## config.mk

```make
export PLATFORM = sky130hd
export DESIGN_NAME = input_logic
export DESIGN_NICKNAME = d
export VERILOG_FILES = /design/src/rtl/proc_pkg.sv /design/src/rtl/debounce.sv /design/src/rtl/input_logic.sv
export SDC_FILE = /design/constraint.sdc
export NUM_CORES = 1
export LEC_CHECK = 0
export CELL_PAD_IN_SITES_DETAIL_PLACEMENT = 0
export CELL_PAD_IN_SITES_GLOBAL_PLACEMENT = 1
export CORE_AREA = 2 2 80 82
export CTS_CLUSTER_SIZE = 16
export DETAILED_ROUTE_END_ITERATION = 10
export DIE_AREA = 0 0 82 84
export PLACE_DENSITY = 0.91
export RECOVER_POWER = 25
export SKIP_LAST_GASP = 1
export SYNTH_ARGS = -nofsm -noshare
export SYNTH_HDL_FRONTEND = slang
export SYNTH_HIERARCHICAL = 1
export SYNTH_SLANG_ARGS = --single-unit
```

## constraint.sdc

```tcl
create_clock -name CLK -period 4.65 [get_ports CLK]
set_input_delay 0.6975 -clock CLK [delete_from_list [all_inputs] [get_ports CLK]]
set_output_delay 0.6975 -clock CLK [all_outputs]
set_load 0.005 [all_outputs]
```

## src/rtl/proc_pkg.sv

```systemverilog
// Shared types and widths for the instruction input front end.
package proc_pkg;
  localparam int WORD_W   = 10;
  localparam int NUM_KEYS = 2;
  localparam int KEY_EXEC = 0;
  localparam int KEY_PEEK = 1;

  typedef enum logic [1:0] {IDLE, ISSUE, WAIT_DONE} in_state_t;

  typedef struct packed {
    logic              vld;
    logic [WORD_W-1:0] word;
  } pend_t;
endpackage

```

## src/rtl/debounce.sv

```systemverilog
// Per-key debouncer: the stable level follows the input only after it has
// differed for DB_LIMIT consecutive cycles. Reset level is released (1).
module debounce #(
  parameter int DB_LIMIT = 50000,
  parameter int DB_W     = 16
) (
  input  logic CLK,
  input  logic RESETb,
  input  logic IN,
  output logic STABLE
);
  logic [DB_W-1:0] cnt;

  always_ff @(posedge CLK or negedge RESETb) begin
    if (!RESETb) begin
      cnt    <= '0;
      STABLE <= 1'b1;
    end else if (IN == STABLE) begin
      cnt <= '0;
    end else if (cnt == DB_W'(DB_LIMIT - 1)) begin
      STABLE <= IN;
      cnt    <= '0;
    end else begin
      cnt <= cnt + 1'b1;
    end
  end
endmodule

```

## src/rtl/input_logic.sv

```systemverilog
// Switch/pushbutton front end: synchronizes, debounces and issues captured
// instructions to the processor. Define INPUT_LOGIC_PRESS_HOLD_EN to queue one
// press that arrives while an instruction is still in flight.
module input_logic
  import proc_pkg::*;
#(
  parameter int DB_LIMIT = 50000,
  parameter int DB_W     = 16
) (
  input  logic              CLK,
  input  logic              RESETb,
  input  logic [WORD_W-1:0] SW,
  input  logic              KEY_EXECb,
  input  logic              KEY_PEEKb,
  input  logic              DONE,
  output logic [WORD_W-1:0] INSTR,
  output logic              EXEC,
  output logic              BUSY,
  output logic              PEEKb
);
  logic [1:0][WORD_W-1:0]   sw_sync;
  logic [1:0][NUM_KEYS-1:0] key_sync;
  logic [NUM_KEYS-1:0]      key_raw;
  logic [NUM_KEYS-1:0]      key_stable;
  logic                     exec_d;
  logic                     press;

  in_state_t                state, state_nxt;
  logic                     load;
  logic [WORD_W-1:0]        load_word;
  logic                     pend_vld;
  logic [WORD_W-1:0]        pend_word;

  assign key_raw[KEY_EXEC] = KEY_EXECb;
  assign key_raw[KEY_PEEK] = KEY_PEEKb;

  // Two-stage synchronizers; stage [1] is the only copy used downstream.
  always_ff @(posedge CLK or negedge RESETb) begin
    if (!RESETb) begin
      sw_sync  <= '0;
      key_sync <= '1;
    end else begin
      sw_sync  <= {sw_sync[0], SW};
      key_sync <= {key_sync[0], key_raw};
    end
  end

  for (genvar k = 0; k < NUM_KEYS; k++) begin : g_key
    debounce #(
      .DB_LIMIT (DB_LIMIT),
      .DB_W     (DB_W)
    ) u_db (
      .CLK    (CLK),
      .RESETb (RESETb),
      .IN     (key_sync[1][k]),
      .STABLE (key_stable[k])
    );
  end

  // Press is the falling edge of the debounced execute level; release is ignored.
  always_ff @(posedge CLK or negedge RESETb) begin
    if (!RESETb) exec_d <= 1'b1;
    else         exec_d <= key_stable[KEY_EXEC];
  end

  assign press = exec_d & ~key_stable[KEY_EXEC];
  assign PEEKb = key_stable[KEY_PEEK];

`ifdef INPUT_LOGIC_PRESS_HOLD_EN
  pend_t pend;

  // Any IDLE cycle with a pending press issues it, so IDLE always drains the flag.
  always_ff @(posedge CLK or negedge RESETb) begin
    if (!RESETb)             pend <= '0;
    else if (state == IDLE)  pend.vld <= 1'b0;
    else if (press)          pend <= '{vld: 1'b1, word: sw_sync[1]};
  end

  assign pend_vld  = pend.vld;
  assign pend_word = pend.word;
`else
  assign pend_vld  = 1'b0;
  assign pend_word = '0;
`endif

  always_ff @(posedge CLK or negedge RESETb) begin
    if (!RESETb) begin
      state <= IDLE;
      INSTR <= '0;
    end else begin
      state <= state_nxt;
      if (load) INSTR <= load_word;
    end
  end

  always_comb begin
    state_nxt = state;
    load      = 1'b0;
    load_word = sw_sync[1];
    EXEC      = 1'b0;
    BUSY      = 1'b0;
    unique case (state)
      IDLE: begin
        if (press) begin
          load      = 1'b1;
          state_nxt = ISSUE;
        end else if (pend_vld) begin
          load      = 1'b1;
          load_word = pend_word;
          state_nxt = ISSUE;
        end
      end
      ISSUE: begin
        EXEC      = 1'b1;
        BUSY      = 1'b1;
        state_nxt = WAIT_DONE;
      end
      WAIT_DONE: begin
        BUSY = 1'b1;
        if (DONE) state_nxt = IDLE;
      end
      default: state_nxt = IDLE;
    endcase
  end
endmodule

```

**Word-level counts from Yosys, hierarchy flattened**

Index checks and enable logic that the tools add are counted.

- Word-level logic and storage cells: 41
- Memory bits (read-only): 0
- Memory bits (writable): 0
- Input port bits: 15
- Memories: 0
- Bits in registers: 71
- Bits in latches: 0
- Output and inout port bits: 13

- Shift operators: 0
- Bitwise operators: 4
- Div/mod/pow operators: 0
- Order comparisons: 0
- Add/sub/neg operators: 2
- Equality and inequality tests: 8
- $mul: 0
- Reductions and logical operators: 5
- Muxes and demuxes: 11

Operators with widths:

| operator | number |
|---|---|
| $mux W16 | 4 |
| $add A16 B1 Y16 const B | 2 |
| $eq A16 B16 Y1 const B | 2 |
| $pmux W2 S3 | 1 |
| $reduce_and A2 Y1 | 3 |
| $mux W1 | 4 |
| $mux W2 | 2 |
| $ne A2 B2 Y1 const B | 2 |
| $not A1 Y1 | 3 |
| $eq A1 B1 Y1 | 2 |
| $eq A2 B1 Y1 const B | 1 |
| $eq A2 B2 Y1 const B | 1 |
| $logic_not A2 Y1 | 1 |
| $reduce_or A2 Y1 | 1 |
| $and A1 B1 Y1 | 1 |

**Depth between registers and ports, before layout**

Gate-level depths: netlist (run 1).

- Depth in word-level cells: 4
- Depth in mapped cells: 6
- Depth with buffers taken out: 5

**Hierarchy**

The synthesis (run 1) kept the hierarchy.

Modules (own cells, without submodules):

| module | cells an instance | sequential area each (µm²) | instances | area each (µm²) |
|---|---|---|---|---|
| input_logic | 60 | 932.1 | 1 | 1187.4 |
| debounce at g_key[0].u_db | 84 | 426.7 | 1 | 862.1 |
| debounce at g_key[1].u_db | 82 | 426.7 | 1 | 847.1 |

**Worst setup path after synthesis (run 1)**

OpenSTA, ideal clock, no wires.

- Kind: register to register
- Start point: register g_key[0].u_db.cnt[10]
- End point: register g_key[0].u_db.cnt[10]
- Cell stages (with the launch flop): 6
- Setup time: 119 ps
- Path slack: 2792 ps
- Buffers on the path: 1
- Period minus slack after synthesis: 1858 ps
- Data arrival time: 1739 ps
- Data required time: 4531 ps
- Cells stage by stage: dfrtp_1 > or4b_1 > or4_4 > nand2_4 > buf_6 > nor2_1

- Longest elaborated chain between the ends: 3
- Elaborated cells between the ends (all ways): 4
- Classes of those cells: add/sub (1); eq/ne (1); mux (2)

Ends and longest elaborated chain:

| item | RTL line | RTL |
|---|---|---|
| start, declared | debounce.sv:12 | `logic [DB_W-1:0] cnt;` |
| start signal, assigned | debounce.sv:24 | `cnt <= cnt + 1'b1;` |
| $add A16 B1 Y16 or $eq A16 B16 Y1 (tied branches) | debounce.sv:24, debounce.sv:20 |  |
| $mux W16 (*) | debounce.sv:20 | `end else if (cnt == DB_W'(DB_LIMIT - 1)) begin` |
| $mux W16 (*) | debounce.sv:18 | `end else if (IN == STABLE) begin` |

Mark *: on every way between the ends. The rest lies on a longest branch, timed or not.
A chain may end at the register's enable or synchronous reset.

**Worst setup path in the final report (run 1)**

- Start point: register state[1]
- End point: output port BUSY

- Longest elaborated chain between the ends: 3
- Elaborated cells between the ends (all ways): 4
- Classes of those cells: eq/ne (2); mux (1); reduce/logical (1)

Ends and longest elaborated chain:

| item | RTL line | RTL |
|---|---|---|
| start, declared | input_logic.sv:28 | `in_state_t state, state_nxt;` |
| start signal, assigned | input_logic.sv:91 | `state <= state_nxt;` |
| $eq A2 B2 Y1 or $eq A2 B1 Y1 (tied branches) | input_logic.sv:102 | `unique case (state)` |
| $reduce_or A2 Y1 (no source line) (*) | - |  |
| $mux W1 (*) | input_logic.sv:102 |  |
| end, declared | input_logic.sv:18 | `output logic BUSY,` |

Marks and branches as above.

==> metrics, run 1 <==
status complete, but fails checks; failing checks max-capacitance violations, max-slew violations; fin crit share 0.479; Die Width 82 um; Seq/Total Area, Yosys 0.616; slew margin rel. -0.229; slowest stage delay, CP 0.49 ns; Yosys warning count 6; Post-Syn Area 0.00290 mm2; CTS H-Tree Depth 3; max_cap viols 1; initial core utilization 0.475; die area 0.00689 mm2; Routed Antenna Nets 0; syn nets 246; Post-CTS Setup Inserts 0; RSZ-0062 raised after global routing no; hold wc startpoint sw_sync[7]$_DFF_PN0_; worst-margin pin slew 1.84 ns; routed wire length 4.81 mm; Layout area overhead 17.7%; Avg Synthesized Cell Area 12.8 um2; cts repair resizes 0; Post-synth EDFFs 0; crit path kind flop to primary output; cts hold-fix bufs 0; Hold Fails Final Rpt 0; antenna violations before repair 0; # DRC 0; Worst Path Arrival 1.53 ns; CTS tree yes; power per cell area 328 mW/mm2; dominant cells by area after synthesis dfrtp_1 55%, dfstp_2 6.3%, mux2_4 6.2%, xnor2_1 5.1%, nor2_1 4.3%; routability cong. 0.858; via count 1,767; GRT overflow 0; drt initial violations 106; CTS Buffer Depth 2; Worst EP required 3.95 ns; r2r endpoint g_key[0].u_db/cnt[9]$_DFF_PN0_; Slowest-stage cell, CP clkdlybuf4s50_1; standard-cell rows 29; global-route wire length before repair 8.05 mm; Port Buffers 27; crit path cell chain inv_1 -> ha_1 -> clkdlybuf4s50_1; # IOs 28; clk slew on worst S/H paths 0.08 ns; r2r setup slk 2.74 ns; multi-input combinational cell area 0.00105 mm2; cell count of the worst hold path 0; final hold slack 0.351 ns; via count of the first global-routing pass 1,660; Setup TNS 0 ns; GRT Util Overall 0.158; Critical Path Source state[1]$_DFFE_PN0P_; vias per cell 5.15; worst r2r src g_key[0].u_db/cnt[10]$_DFF_PN0_; Leakage 1.45 nW; Std-Cell Core Area 0.00610 mm2; Antenna diodes 0; CTS Root Cell clkbuf_8; FF/Latch Area 0.00179 mm2; Hold Path Class flop to flop; CP Launch Type flop; DR WL/cell 14.0 um; clk sinks 71; ys flop type dfrtp_1; die outline height 84 um; DRT Pass-1 Iters 4; Final nets 281; # fillers 512; top-area cell type share of the netlist area 0.553; area leader, netlist dfrtp_1; fraction of layout cells with a size suffix above 1 0.165; asr flop ratio synth 1.00; f_max 449 MHz; R2R depth 4; worst vdd ir 0.226 mV; Hold Path End sw_sync[17]$_DFF_PN0_; TritonCTS Buffers 9; DP HPWL 3.30 mm; setup violation total in the final timing report 0; register bit total from synthesis 71; CP Capture Type primary output; final clock skew 0.00944 ns; Final min period 2.23 ns; critical-path maximum fanout 3; Final Max Tran Viols 36; worst skew pair latency 0.34 ns; Distinct cells, synth 33; largest net degree at the start of global routing 38; Mapped Cells 226
==> routing by layer <==
metal	up-vias	global-route usage	routed length, um
met1	866	0.221	2300
met2	49	0.218	2180
met3	6	0.0584	262
met4	0	0.0682	70
li1	846	-	-
met5	-	0	0
==> worst max-delay path, delay by kind of cell (launching register included) <==
family | cells | cell delay, ns
DFF | 1 | 0.37
adders and majority gates | 1 | 0.27
buffers and inverters | 2 | 0.56
==> registers in the layout, summed over array words and instances (netlist names) <==
register,cells
state,2
exec_d,1
key_sync,4
INSTR,10
g_key.u_db/cnt,32
sw_sync,20
g_key.u_db/STABLE,2
==> logic make-up (layout without fill, tap and decap cells) <==
logic type,count (synthesis),after routing,synth area share
buf+inv,9,49,0.0194
mux,13,13,0.0661
compound gates,5,5,0.0104
flops,71,71,0.616
fa+ha+maj,5,5,0.0216
xor+xnor,29,29,0.0877
simple gates,94,94,0.178
==> cells in the mapped netlist, types with 3 or more instances <==
master	n
buf_6	3
dfrtp_1	64
dfstp_2	7
ha_1	5
inv_1	5
mux2_4	12
nand2_1	8
nand3_1	11
nand4_1	11
nor2_1	33
nor3_1	6
nor4_1	5
xnor2_1	17
xor2_1	12
==> how the worst max path moves through the flow <==
stage	end	slack, ns	cells after the start
floorplan	g_key[0].u_db/cnt[10]$_DFF_PN0_	2.79	5
global placement	g_key[0].u_db/STABLE$_DFFE_PN1P_	2.77	3
detailed placement	g_key[0].u_db/cnt[7]$_DFF_PN0_	2.74	4
CTS	BUSY	2.40	3
global route	g_key[1].u_db/cnt[1]$_DFF_PN0_	2.04	2
finish	BUSY	2.42	3
==> power by group <==
part / total, mW / leakage (nW) / internal (mW) / switching [mW]
Sequential: 0.642 / 0.916 / 0.633 / 0.00874
Combinational: 0.0341 / 0.446 / 0.0135 / 0.0206
Clock: 0.442 / 0.0849 / 0.209 / 0.232
==> placed cells by master, fill, tap and decap left out, types with 2 or more instances in the layout <==
master / netlist / final
nor2_1: 33 / 33
nand2_1: 8 / 8
dfstp_2: 7 / 6
nand2_4: 2 / 2
nand4_1: 11 / 11
nor3_1: 6 / 6
or4_4: 2 / 2
nor4_1: 5 / 5
xor2_1: 12 / 12
dfrtp_1: 64 / 64
or3b_2: 2 / 2
nand3_1: 11 / 11
mux2_4: 12 / 12
ha_1: 5 / 5
clkbuf_8: 0 / 10
clkdlybuf4s50_1: 0 / 14
and3_2: 2 / 2
or4b_1: 2 / 2
nand4bb_1: 2 / 2
xnor2_1: 17 / 17
inv_1: 5 / 5
clkinvlp_4: 0 / 3
a21oi_1: 2 / 2
dlygate4sd3_1: 0 / 12
and4_1: 2 / 2
==> metrics by stage <==
stage | power, mW | utilization | instance area [um2] | std cells | setup WS (ns)
after global routing | 1.18 | 0.559 | 3410 | 343 | 2.04
after floorplan | 0.664 | - | 2900 | 226 | 2.79
after detailed placement | 0.692 | 0.530 | 3230 | 327 | 2.74
after CTS | 1.14 | 0.560 | 3410 | 343 | 2.40
final | 1.12 | 0.559 | 3410 | 343 | 2.42
after global placement | 0.690 | 0.530 | 3230 | 327 | 2.77
==> cell type report <==
cell class | instances | share of cell area
Clock inverter | 6 | 0.0132
Sequential cell | 71 | 0.524
Inverter | 5 | 0.00550
Timing Repair Buffer | 28 | 0.0796
Multi-Input combinational cell | 146 | 0.309
Clock buffer | 10 | 0.0404
Tap cell | 77 | 0.0283
Power figures use the tool's default switching activity.
==> run 2: changes to the inputs <==
- CORE_AREA: 2 2 80 82 -> 2 2 88 90
- DIE_AREA: 0 0 82 84 -> 0 0 90 92
- PLACE_DENSITY: 0.91 -> 0.81
- clock period: 4.65 -> 2 ns (I/O delays scaled with it)
==> run 2 against run 1 <==
  * The flow now finishes without violations
  * Clock power grew to 2.6 times the previous value
  * Clock skew shrank 0.00056 ns
  * Worst setup slack lost 2.4 ns
  * Combinational power rose by 150%
  * Cell count is 9.3% higher
  * Non-clock buffer count increased by 7
  * Count of clock-buffer cells in the layout stayed put
  * Critical path depth grew 1
  * Flip-flop and latch count stayed put
  * Wire length shrank 0.89%
==> metrics, run 2 (synthesis gave the netlist of run 1 again) <==
worst-margin pin slew 1.21 ns (-0.636 ns); CP Buf/Inv Count 0 (-2); f_max 518 MHz; clk sinks 71 (unchanged); final worst setup slack 0.0694 ns (-2.35 ns); standard-cell rows 32 (+10%); Slowest-stage cell, CP or4_4; Hold Fails Final Rpt 0 (unchanged); vias per cell 4.74 (-8.0%); worst r2r src g_key[1].u_db/cnt[10]$_DFF_PN0_; critical-path maximum fanout 15 (+12); Final nets 288 (+2.5%); crit path cell chain or4b_1 -> or4_4 -> nand2_4 -> nor2_1; CTS H-Tree Depth 3 (unchanged); Hold Path End sw_sync[19]$_DFF_PN0_; CTS tree yes; most common cell after layout, fill and taps aside dfrtp_1; R2R depth 4 (unchanged); cts repair resizes 0 (unchanged); max_cap viols 0 (-1); DRT Pass-1 Iters 4 (unchanged); final clock skew 0.00888 ns (-0.000561 ns); Hold Path Class flop to flop; routability cong. 0.795 (-7.4%); Die Width 90 um (+9.8%); largest net degree at the start of global routing 52 (+37%); via count of the first global-routing pass 1,827 (+10%); largest delay contributor family on the critical path simple AND/OR/NAND/NOR gates; power per cell area 768 mW/mm2 (+130%); CTS Buffer Depth 2 (unchanged); Port Buffers 27 (unchanged); worst skew pair latency 0.35 ns (about the same); status finished, final reports clean; multi-input combinational cell area 0.00105 mm2 (unchanged); Place WS 0.0876 ns (-2.66 ns); antenna violations before repair 0 (unchanged); Worst EP required 2.23 ns (-1.72 ns); most frequent cells in the layout 64 x dfrtp_1, 33 x nor2_1, 17 x xnor2_1; Int Pwr 2.09 mW (+140%); Worst Path Arrival 2.16 ns (+0.63 ns); # fillers 685 (+34%); global-route wire length before repair 8.51 mm (+5.8%); DP HPWL 3.17 mm (-4.1%); initial core utilization 0.389 (-0.0862); GRT Util Overall 0.132 (-0.0256); hold wc startpoint sw_sync[9]$_DFF_PN0_; slowest stage delay, CP 0.59 ns (+0.10 ns); Setup TNS 0 ns (unchanged); # DRC 0 (unchanged); Largest regs g_key.u_db/cnt: 32 flops, sw_sync: 20 flops, INSTR: 10 flops; Flop pwr share 0.551 (-0.023); Clk pwr share 0.418 (+0.023); CP Capture Type flop; setup violation total in the final timing report 0 (unchanged); worst vdd ir 0.292 mV (+29%); Layout area overhead 21.6%; fin crit share 0.965; Comb pwr share 0.031 (about the same); r2r endpoint g_key[1].u_db/cnt[10]$_DFF_PN0_; r2r setup slk 0.07 ns (-2.67 ns); routed wire length 4.77 mm (-0.89%); DR WL/cell 12.7 um (-9.4%); slew margin rel. 0.194 (+0.424); die area 0.00828 mm2 (+20%); cell count of the worst hold path 0 (unchanged); Leakage 1.50 nW (+3.5%); RSZ-0062 raised after global routing no; GRT overflow 0 (unchanged); # IOs 28 (unchanged); via count 1,778 (+0.62%); clk slew on worst S/H paths 0.08 ns (about the same); cts hold-fix bufs 1 (+1); Routed Antenna Nets 0 (unchanged); switching part of the total 0.227 (-0.00728); Psw 0.613 mW (+130%); fraction of layout cells with a size suffix above 1 0.179 (+0.0141); number of flip-flops in the largest register 32 (unchanged); CP Launch Type flop; crit path kind flop to flop; die outline height 92 um (+9.5%); Antenna diodes 0 (unchanged); Std-Cell Core Area 0.00745 mm2 (+22%); FF/Latch Area 0.00179 mm2 (unchanged); drt initial violations 86 (-19%); Final min period 1.93 ns; Post-CTS Setup Inserts 0 (unchanged); Top reg by flops g_key.u_db/cnt; Final Max Tran Viols 0 (-100%); TritonCTS Buffers 9 (unchanged); CTS Root Cell clkbuf_8
run 2: worst register-to-register path, delay by kind of cell, from the launching register on:
kind	cells	cell delay, ns
simple gates	4	1.40
flops	1	0.42
run 2: power by group through the flow:
| stage | clock network [mW] | registers (mW) | logic [mW] |
|---|---|---|---|
| finish | 1.13 | 1.49 | 0.0840 |
| global route | 1.24 | 1.49 | 0.0962 |
| CTS | 1.17 | 1.49 | 0.0933 |
| detailed placement | 0 | 1.52 | 0.0914 |
| global placement | 0 | 1.52 | 0.0897 |
| floorplan | 0 | 1.51 | 0.0290 |
run 2: area by class of cell:
| cell class | count | area share |
|---|---|---|
| clock buffer | 10 | 0.0362 |
| clock inverter | 6 | 0.0195 |
| inverter | 5 | 0.00533 |
| multi-input combinational | 146 | 0.299 |
| sequential | 71 | 0.507 |
| tap | 102 | 0.0362 |
| timing repair buffer | 35 | 0.0963 |
run 2: worst max-delay path by stage:
stage	start	to	cells after the start
5_1_grt	g_key[1].u_db/cnt[10]$_DFF_PN0_	g_key[1].u_db/cnt[10]$_DFF_PN0_	4
2_1_floorplan	g_key[0].u_db/cnt[10]$_DFF_PN0_	g_key[0].u_db/cnt[14]$_DFF_PN0_	5
3_5_place_dp	g_key[0].u_db/cnt[10]$_DFF_PN0_	g_key[0].u_db/cnt[10]$_DFF_PN0_	4
3_3_place_gp	g_key[1].u_db/cnt[10]$_DFF_PN0_	g_key[1].u_db/STABLE$_DFFE_PN1P_	3
4_1_cts	g_key[1].u_db/cnt[10]$_DFF_PN0_	g_key[1].u_db/cnt[10]$_DFF_PN0_	4
6_report	g_key[1].u_db/cnt[10]$_DFF_PN0_	g_key[1].u_db/cnt[10]$_DFF_PN0_	4
run 2: through the flow:
step | power [mW] | hold slack (ns) | instances | cell area (um2) | utilization
after floorplan | 1.54 | 0.00441 | 226 | 2900 | -
after global routing | 2.83 | 0.360 | 375 | 3520 | 0.473
after CTS | 2.76 | 0.334 | 375 | 3520 | 0.473
after detailed placement | 1.61 | 0.300 | 358 | 3320 | 0.445
after global placement | 1.61 | 0.293 | 358 | 3320 | 0.445
final | 2.71 | 0.348 | 375 | 3520 | 0.473
run 2: layer usage:
layer  GRT usage  vias to the layer above  share of wire
met3      0.0353                       10          0.035
met4      0.0821                        0          0.029
met5           0                        -              0
met2       0.199                       28           0.45
met1       0.171                      875           0.49
li1            -                      865              -
